`src/rtl/rank_order_encoder_fifo.sv`:
```
//------------------------------------------------------------------------------
// Module     : rank_order_encoder_fifo
// Description: Latches an image and emits the addresses of eligible pixels over
//              a 4-phase AER link, in rank (descending value) or index order.
// Revision   : 1.0 - initial release
//------------------------------------------------------------------------------
`default_nettype none

module rank_order_encoder_fifo #(
  parameter int IMAGE_SIZE      = 5,
  parameter int IMAGE_SIZE_BITS = $clog2(IMAGE_SIZE),
  parameter int PIXEL_MAX_VALUE = 10,
  parameter int PIXEL_BITS      = $clog2(PIXEL_MAX_VALUE),
  parameter int FIFO_DEPTH      = 4
) (
  input  logic                                    i_clk,
  input  logic                                    i_rst,
  input  logic [IMAGE_SIZE*(PIXEL_BITS+1)-1:0]    i_image,
  input  logic                                    i_new_image,
  input  logic                                    i_mode,
  input  logic [PIXEL_BITS:0]                     i_threshold,
  output logic                                    o_busy,
  output logic [IMAGE_SIZE_BITS:0]                o_spike_count,
  output logic                                    o_image_encoded,
  output logic [IMAGE_SIZE_BITS:0]                o_aerout_addr,
  output logic                                    o_aerout_req,
  input  logic                                    i_aerout_ack
);

  localparam int c_pix_w  = PIXEL_BITS + 1;
  localparam int c_addr_w = IMAGE_SIZE_BITS + 1;
  localparam int c_ptr_w  = (FIFO_DEPTH > 1) ? $clog2(FIFO_DEPTH) : 1;
  localparam int c_cnt_w  = c_ptr_w + 1;
  localparam logic [c_cnt_w-1:0] c_fifo_depth = c_cnt_w'(FIFO_DEPTH);

  typedef enum logic [1:0] {ST_IDLE, ST_SELECT, ST_DRAIN, ST_DONE} state_t;
  typedef enum logic [1:0] {TX_IDLE, TX_REQ, TX_WAIT} tx_state_t;

  state_t                r_state, w_state_nxt;
  tx_state_t             r_tx_state, w_tx_state_nxt;

  logic [c_pix_w-1:0]    r_pix [IMAGE_SIZE];
  logic                  r_mode;
  logic [c_pix_w-1:0]    r_thr;
  logic [IMAGE_SIZE-1:0] r_mask;
  logic                  r_busy;
  logic                  r_encoded;
  logic [c_addr_w-1:0]   r_spike_count;
  logic [c_addr_w-1:0]   r_addr;

  logic [c_addr_w-1:0]   r_mem [FIFO_DEPTH];
  logic [c_ptr_w-1:0]    r_wr_ptr, r_rd_ptr;
  logic [c_cnt_w-1:0]    r_count;

  logic [IMAGE_SIZE-1:0] w_elig;
  logic [IMAGE_SIZE-1:0] w_sel_onehot;
  logic [c_addr_w-1:0]   w_sel_idx;
  logic [c_pix_w-1:0]    w_best;
  logic                  w_any;
  logic                  w_accept, w_push, w_pop, w_load, w_empty, w_req;

  generate
    for (genvar g = 0; g < IMAGE_SIZE; g++) begin : g_elig
      assign w_elig[g] = !r_mask[g] && (r_pix[g] >= r_thr);
    end
  endgenerate

  // Strict '>' keeps the lowest index on ties; index mode takes the first hit only.
  always_comb begin
    w_any        = 1'b0;
    w_sel_idx    = '0;
    w_sel_onehot = '0;
    w_best       = '0;
    for (int i = 0; i < IMAGE_SIZE; i++) begin
      if (w_elig[i] && (!w_any || (!r_mode && (r_pix[i] > w_best)))) begin
        w_any        = 1'b1;
        w_sel_idx    = i[c_addr_w-1:0];
        w_sel_onehot = '0;
        w_sel_onehot[i] = 1'b1;
        w_best       = r_pix[i];
      end
    end
  end

  assign w_empty = (r_count == '0);
  assign w_req   = (r_tx_state == TX_REQ);
  assign w_pop   = w_req && i_aerout_ack;
  assign w_load  = (r_tx_state == TX_IDLE) && !w_empty && !i_aerout_ack;

  always_comb begin
    w_state_nxt = r_state;
    w_accept    = 1'b0;
    w_push      = 1'b0;
    case (r_state)
      ST_IDLE: begin
        if (i_new_image) begin
          w_accept    = 1'b1;
          w_state_nxt = ST_SELECT;
        end
      end
      ST_SELECT: begin
        if (!w_any)                        w_state_nxt = ST_DRAIN;
        else if (r_count < c_fifo_depth)   w_push      = 1'b1;
      end
      ST_DRAIN: begin
        if (w_empty && !w_req && !i_aerout_ack) w_state_nxt = ST_DONE;
      end
      ST_DONE:  w_state_nxt = ST_IDLE;
      default:  w_state_nxt = ST_IDLE;
    endcase
  end

  always_comb begin
    w_tx_state_nxt = r_tx_state;
    case (r_tx_state)
      TX_IDLE: if (w_load)        w_tx_state_nxt = TX_REQ;
      TX_REQ:  if (i_aerout_ack)  w_tx_state_nxt = TX_WAIT;
      TX_WAIT: if (!i_aerout_ack) w_tx_state_nxt = TX_IDLE;
      default:                    w_tx_state_nxt = TX_IDLE;
    endcase
  end

  always_ff @(posedge i_clk or posedge i_rst) begin
    if (i_rst) begin
      r_state    <= ST_IDLE;
      r_tx_state <= TX_IDLE;
    end else begin
      r_state    <= w_state_nxt;
      r_tx_state <= w_tx_state_nxt;
    end
  end

  always_ff @(posedge i_clk or posedge i_rst) begin
    if (i_rst) begin
      for (int i = 0; i < IMAGE_SIZE; i++) r_pix[i] <= '0;
      r_mode        <= 1'b0;
      r_thr         <= '0;
      r_mask        <= '0;
      r_busy        <= 1'b0;
      r_encoded     <= 1'b0;
      r_spike_count <= '0;
      r_addr        <= '0;
    end else begin
      r_encoded <= (r_state == ST_DONE);
      if (w_accept) begin
        for (int i = 0; i < IMAGE_SIZE; i++) r_pix[i] <= i_image[i*c_pix_w +: c_pix_w];
        r_mode        <= i_mode;
        r_thr         <= i_threshold;
        r_mask        <= '0;
        r_busy        <= 1'b1;
        r_spike_count <= '0;
      end else begin
        if (w_push)               r_mask        <= r_mask | w_sel_onehot;
        if (r_state == ST_DONE)   r_busy        <= 1'b0;
        if (w_pop)                r_spike_count <= r_spike_count + 1'b1;
      end
      if (w_load) r_addr <= r_mem[r_rd_ptr];
    end
  end

  always_ff @(posedge i_clk or posedge i_rst) begin
    if (i_rst) begin
      for (int i = 0; i < FIFO_DEPTH; i++) r_mem[i] <= '0;
      r_wr_ptr <= '0;
      r_rd_ptr <= '0;
      r_count  <= '0;
    end else begin
      if (w_push) begin
        r_mem[r_wr_ptr] <= w_sel_idx;
        r_wr_ptr        <= r_wr_ptr + 1'b1;
      end
      if (w_pop) r_rd_ptr <= r_rd_ptr + 1'b1;
      case ({w_push, w_pop})
        2'b10:   r_count <= r_count + 1'b1;
        2'b01:   r_count <= r_count - 1'b1;
        default: r_count <= r_count;
      endcase
    end
  end

  assign o_busy          = r_busy;
  assign o_spike_count   = r_spike_count;
  assign o_image_encoded = r_encoded;
  assign o_aerout_addr   = r_addr;
  assign o_aerout_req    = w_req;

endmodule

`default_nettype wire
```
`config.mk`:
```
export PLATFORM = sky130hd
export DESIGN_NAME = rank_order_encoder_fifo
export DESIGN_NICKNAME = d
export VERILOG_FILES = /design/src/rtl/rank_order_encoder_fifo.sv
export SDC_FILE = /design/constraint.sdc
export NUM_CORES = 1
export LEC_CHECK = 0
export CAP_MARGIN = 20
export CELL_PAD_IN_SITES_DETAIL_PLACEMENT = 0
export CELL_PAD_IN_SITES_GLOBAL_PLACEMENT = 1
export CORE_AREA = 2 2 97 99
export DETAILED_ROUTE_END_ITERATION = 16
export DIE_AREA = 0 0 99 101
export GPL_TIMING_DRIVEN = 0
export PLACE_DENSITY = 0.89
export RECOVER_POWER = 100
export SKIP_LAST_GASP = 1
export SYNTH_ARGS = -nofsm -noshare
export SYNTH_HDL_FRONTEND = slang
export SYNTH_SLANG_ARGS = --single-unit
```
`constraint.sdc`:
```
create_clock -name i_clk -period 12.65 [get_ports i_clk]
set_input_delay 2.53 -clock i_clk [delete_from_list [all_inputs] [get_ports i_clk]]
set_output_delay 2.53 -clock i_clk [all_outputs]
set_load 0.01 [all_outputs]
```
==> impl_metrics.ini, run 1 <==
[detailed_routing]
vias = 3166
viasPerCell = 5.25
drt-initial-drc-count = 111
antenna_left = 0
drcViolationCount = 0
wirelength_um = 9200
wl_per_cell_um = 15.3
drt_pass1_iterations = 4

[timing]
hold_viol_final = 0
slew_violations = 69
skew_ps = 11.0
clock.fmax_ghz = 0.121
layout_min_cycle_time_ps = 8240
rsz0062_at_grt = false
relSlewSlack = -1.01
finalCritPeriodShare = 0.651
finalSetupViolations = 0
worst_slew_pin_slew_ps = 3000
fin_setup_tns_ps = 0

[synth]
yosysMostFrequentCell = nand2_1
synth_edf_count = 0
synth.mux.area_fraction = 0.0883
synth_common_cells = 95 x nand2_1, 68 x dfrtp_1, 56 x ha_1
synth.top_cell.area_share = 0.406
synthesis.nets = 524
synth-seq-cells = 68
synth_compound_area_frac = 0.124
synthAdderAreaFrac = 0.172
synth-simple-area-share = 0.150
synth_top_cell_by_area = dfrtp_1
netlist_instances = 432
synthTopCellsByArea = dfrtp_1 41%, ha_1 17%, nand2_1 8.5%, mux2_2 4.6%, o21ai_0 3.2%
ys.flop_type = dfrtp_1
synth-async-reset-ratio = 1.00
synth.avg_cell_area_um2 = 9.71
ys_types = 50
synth_top_family_by_area = adder cells
synthXorXnorAreaFrac = 0.0188
yosys_warnings = 0
syn_area_um2 = 4190
seq_area_frac_synth = 0.406

[grt]
grt_overflow = 0
grt_start_max_net_pins = 69
grt_pass1_wl_um = 15400
grt_pass1_vias = 3167
met1_usage = 0.273
busiest_layer = met2
gr-usage-all-layers = 0.199
use_met2 = 0.315
grt_util_met3 = 0.0305
antenna_found_initial = 0

[final_layout]
n_antenna_cell = 0
drive_gt1_frac = 0.0854
area_delta_synth_final_pct = 17.7
num-fill-cells = 794
nets = 579

[floorplanning]
ioPinCount = 46
dieArea_um2 = 10000
die_w_um = 99
die_y_um = 101
row_count = 35
coreArea_um2 = 8980
start_util = 0.467

[outcome]
outcome = finished, violations left
violations = max-capacitance violations, max-slew violations

[clocking]
clock_latency_ps = 360
ctsResizeCount = 0
htree_num_levels = 3
cts_setup_buffers = 0
clockBufferDepth = 2
clk_pin_slew_ps = 80
cts_hold_buf = 0
cts_tree = built
numCtsBuffers = 9
cts_root_buf = clkbuf_8
clock-sinks = 68

[setup_path]
crit_arrival_ps = 8480
worst_setup_path_end_kind = register
critical_path_class = reg -> reg
worstSetupStartpointType = register
cp_slowest_stage_delay_ps = 500
required_ps = 12890
path_common_cell = o21ai_0
slowest_stage = dfrtp_1
rrSetupSlack_ps = 4410
path_max_fanout = 9

[place]
hpwl_um = 6900
io_buffers = 44
gp_congestion = 0.858

[flow_run]
maxCapViolCount = 1

[min_path]
hold_path.class = reg -> reg
## kinds of logic after synthesis
group           Yosys count
other cells               1
flops                    68
simple gates            142
mux                      31
compound gates           80
fa+ha+maj                57
xor+xnor                  9
buf+inv                  44
## layout make-up
class                      count  area [um2]  share of cell area
inverter                      34         129              0.0261
sequential                    68        1700               0.345
multi-input combinational    320        2280               0.462
tap                          111         139              0.0281
clock inverter                 6        63.8              0.0129
clock buffer                  10         138              0.0279
buffer                        10        41.3             0.00837
timing repair buffer          44         440              0.0892
## placed cells by master, fill, tap and decap left out, drive strengths merged, types with 3 or more instances in the layout
cell	n
xnor2	5
mux4	3
clkinvlp	3
inv	33
nor2b	9
and3	3
a21oi	20
clkdlybuf4s50	31
dfrtp	68
clkinv	3
nor2	17
o21a	4
ha	56
dlygate4sd3	13
a22oi	4
mux2	18
mux2i	10
o21ai	29
clkbuf	18
nand3	3
xor2	4
a22o	4
a21o	7
nand2	96
a31oi	5
## critical path: cells and delay by family, from the launching register on
family                     cells  cell delay, ps
AOI/OAI and AO/OA             18            3990
adders and majority gates      5            1480
buffers and inverters          1              70
DFF                            1             500
muxes                          3             990
and+or+nand+nor                6            1100
## sequential cells by signal, summed over array words and instances (netlist names)
signal           flops
r_pix               25
o_busy               1
r_mode               1
r_state              2
r_rd_ptr             2
r_mem               12
r_wr_ptr             2
o_aerout_addr        3
r_count              3
r_mask               5
o_spike_count        4
r_tx_state           2
o_image_encoded      1
r_thr                5
## through the flow
step / cells / area (um2) / worst slack [ps] / util / hold slack (ps)
after detailed placement: 587 / 4780 / 4790 / 0.532 / 491
final: 603 / 4930 / 4410 / 0.550 / 500
after CTS: 603 / 4980 / 4720 / 0.554 / 507
after global routing: 603 / 4930 / 3780 / 0.550 / 512
after floorplan: 432 / 4190 / 6150 / - / 464
after global placement: 587 / 4770 / 4870 / 0.532 / 482
## worst paths after layout
kind	from	to	depth (start not counted)
setup / recovery	r_thr[0]	r_mem[4]	33
hold / removal	o_aerout_addr[1]	o_aerout_addr[1]	1
setup reg to reg	r_thr[0]	r_mem[4]	33
hold reg to reg	o_aerout_addr[1]	o_aerout_addr[1]	1
max in group asynchronous	i_rst	o_image_encoded	2
min in group asynchronous	i_rst	r_pix[11]	2
## routing by layer
layer / part of all wire / up-vias
met5: 0 / -
li1: - / 1588
met3: 0.034 / 13
met4: 0.021 / 0
met1: 0.49 / 1514
met2: 0.46 / 51
Power of run 1 is left out: the tool's default activity adds up to more than one toggle a clock period on the data nets, which glitch-free logic cannot reach.
==> run 2: changes to the inputs <==
- CORE_AREA: 2 2 97 99 -> 2 2 101 103
- DIE_AREA: 0 0 99 101 -> 0 0 103 105
- PLACE_DENSITY: 0.89 -> 0.83
- clock period: 12.65 -> 8.4 ns (I/O delays scaled with it)
==> run 2 against run 1 <==
- the run still ends with max-capacitance violations, max-slew violations left
- sequential cell count unchanged
- maximum frequency increased by 7.2%
- die area increased by 8.2%
- clock skew decreased by 0.97 ps
- utilization decreased by 3.3 points
- sequential share of layout area decreased by 0.31 points
- worst hold slack about the same
- via count decreased by 0.44%
- critical path depth unchanged
- first-iteration DRC count decreased by 13%
- non-clock buffer count unchanged
- critical endpoint is now r_mask[1]
==> impl_metrics.ini, run 2 (synthesis results as in run 1) <==
[grt]
grt_pass1_vias = 3171
busiest_layer = met2
grt_util_met3 = 0.0301
grt_start_max_net_pins = 69
use_met2 = 0.276
gr-usage-all-layers = 0.183
antenna_found_initial = 0
grt_pass1_wl_um = 15200
grt_overflow = 0
met1_usage = 0.258

[clocking]
cts_hold_buf = 0
cts_tree = built
cts_root_buf = clkbuf_8
clockBufferDepth = 2
htree_num_levels = 3
numCtsBuffers = 9
clock-sinks = 68
clock_latency_ps = 350
clk_pin_slew_ps = 80

[floorplanning]
ioPinCount = 46
start_util = 0.435
row_count = 36
coreArea_um2 = 9640
die_w_um = 103
die_y_um = 105
dieArea_um2 = 10800

[detailed_routing]
drcViolationCount = 0
antenna_left = 0
viasPerCell = 5.04
drt_pass1_iterations = 4
wl_per_cell_um = 14.5
drt-initial-drc-count = 97
wirelength_um = 9060
vias = 3152

[place]
io_buffers = 44
hpwl_um = 6870
gp_congestion = 0.817

[timing]
fin_setup_tns_ps = 0
slew_violations = 69
finalCritPeriodShare = 0.915
worst_slew_pin_slew_ps = 3000
rsz0062_at_grt = false
skew_ps = 10.0
relSlewSlack = -1.01
clock.fmax_ghz = 0.130
layout_min_cycle_time_ps = 7690
fin_hold_ws_ps = 500
finalSetupViolations = 0
hold_viol_final = 0

[setup_path]
worst-path-buf-inv = 1
path_delay_family = compound AO/OA/AOI/OAI gates
worst_setup_path_end_kind = register
critical_path_class = reg -> reg
worstSetupStartpointType = register
path_max_fanout = 9
path_common_cell = o21ai_0
crit_arrival_ps = 7980
slowest_stage = dfrtp_1
required_ps = 8690
cp_slowest_stage_delay_ps = 520

[final_layout]
regMostFlops = r_pix
nets = 579
layout_common_cells = 95 x nand2_1, 68 x dfrtp_1, 56 x ha_1, 33 x inv_1, 31 x clkdlybuf4s50_1
area_delta_synth_final_pct = 18.7
largest_reg_flops = 25
drive_gt1_frac = 0.0894
top_regs = r_pix x25, r_mem x12
n_antenna_cell = 0
num-fill-cells = 950
final_common_cell = nand2_1

[outcome]
outcome = finished, violations left
violations = max-capacitance violations, max-slew violations

[min_path]
hold_path.class = reg -> reg

[flow_run]
maxCapViolCount = 1
[run 2: changes by cell type in the layout (fill, tap and decap cells not counted), sizes merged]
cell / before / now
inv: 33 / 34
clkinv: 3 / 1
clkbuf: 18 / 19
[run 2: metal layers]
metal,vias to the layer above,routed length (um)
li1,1587,-
met3,15,364
met4,0,195
met5,-,0
met2,53,4140
met1,1497,4360
[run 2: path summary, 6_finish.rpt]
kind | from | endpoint | slack [ps] | depth (start not counted)
worst max-delay path | r_thr[0] | r_mask[1] | 710 | 33
worst min-delay path | o_aerout_addr[0] | o_aerout_addr[0] | 500 | 1
worst max register to register | r_thr[0] | r_mask[1] | 710 | 33
worst min register to register | o_aerout_addr[0] | o_aerout_addr[0] | 500 | 1
max in group asynchronous | i_rst | r_pix[21] | 4410 | 2
min in group asynchronous | i_rst | r_pix[1] | 2640 | 2
[run 2: final cells by class]
class,instances,area [um2],area share
repair buffers,44,440,0.0884
plain buffers,10,41.3,0.00829
multi-input cells,320,2290,0.460
clock buffers,11,151,0.0304
well taps,133,166,0.0334
clock inverters,5,58.8,0.0118
flip-flops and latches,68,1700,0.342
inverters,34,129,0.0259
[run 2: worst register-to-register path, delay by kind of cell (launching register included)]
kind | cells | cell delay (ps)
AO/OA/AOI/OAI | 18 | 3620
adder cells (fa/ha/maj) | 5 | 1470
flip-flops | 1 | 520
multiplexers | 2 | 530
AND/OR/NAND/NOR | 7 | 1410
buffers and inverters | 1 | 70
[run 2: repair_timing]
item                       CTS  global route
setup endpoints to repair    0             3
resized for setup            0             2
buffers inserted             0             0
[run 2: per-stage QoR]
step | cells | utilization | worst slack, ps | cell area [um2]
after floorplan | 432 | - | 1900 | 4190
after global placement | 609 | 0.498 | 570 | 4800
after detailed placement | 609 | 0.498 | 529 | 4800
after CTS | 625 | 0.520 | 431 | 5010
after global routing | 625 | 0.517 | 122 | 4980
final | 625 | 0.517 | 713 | 4980
Power of run 2 is left out for the same reason.
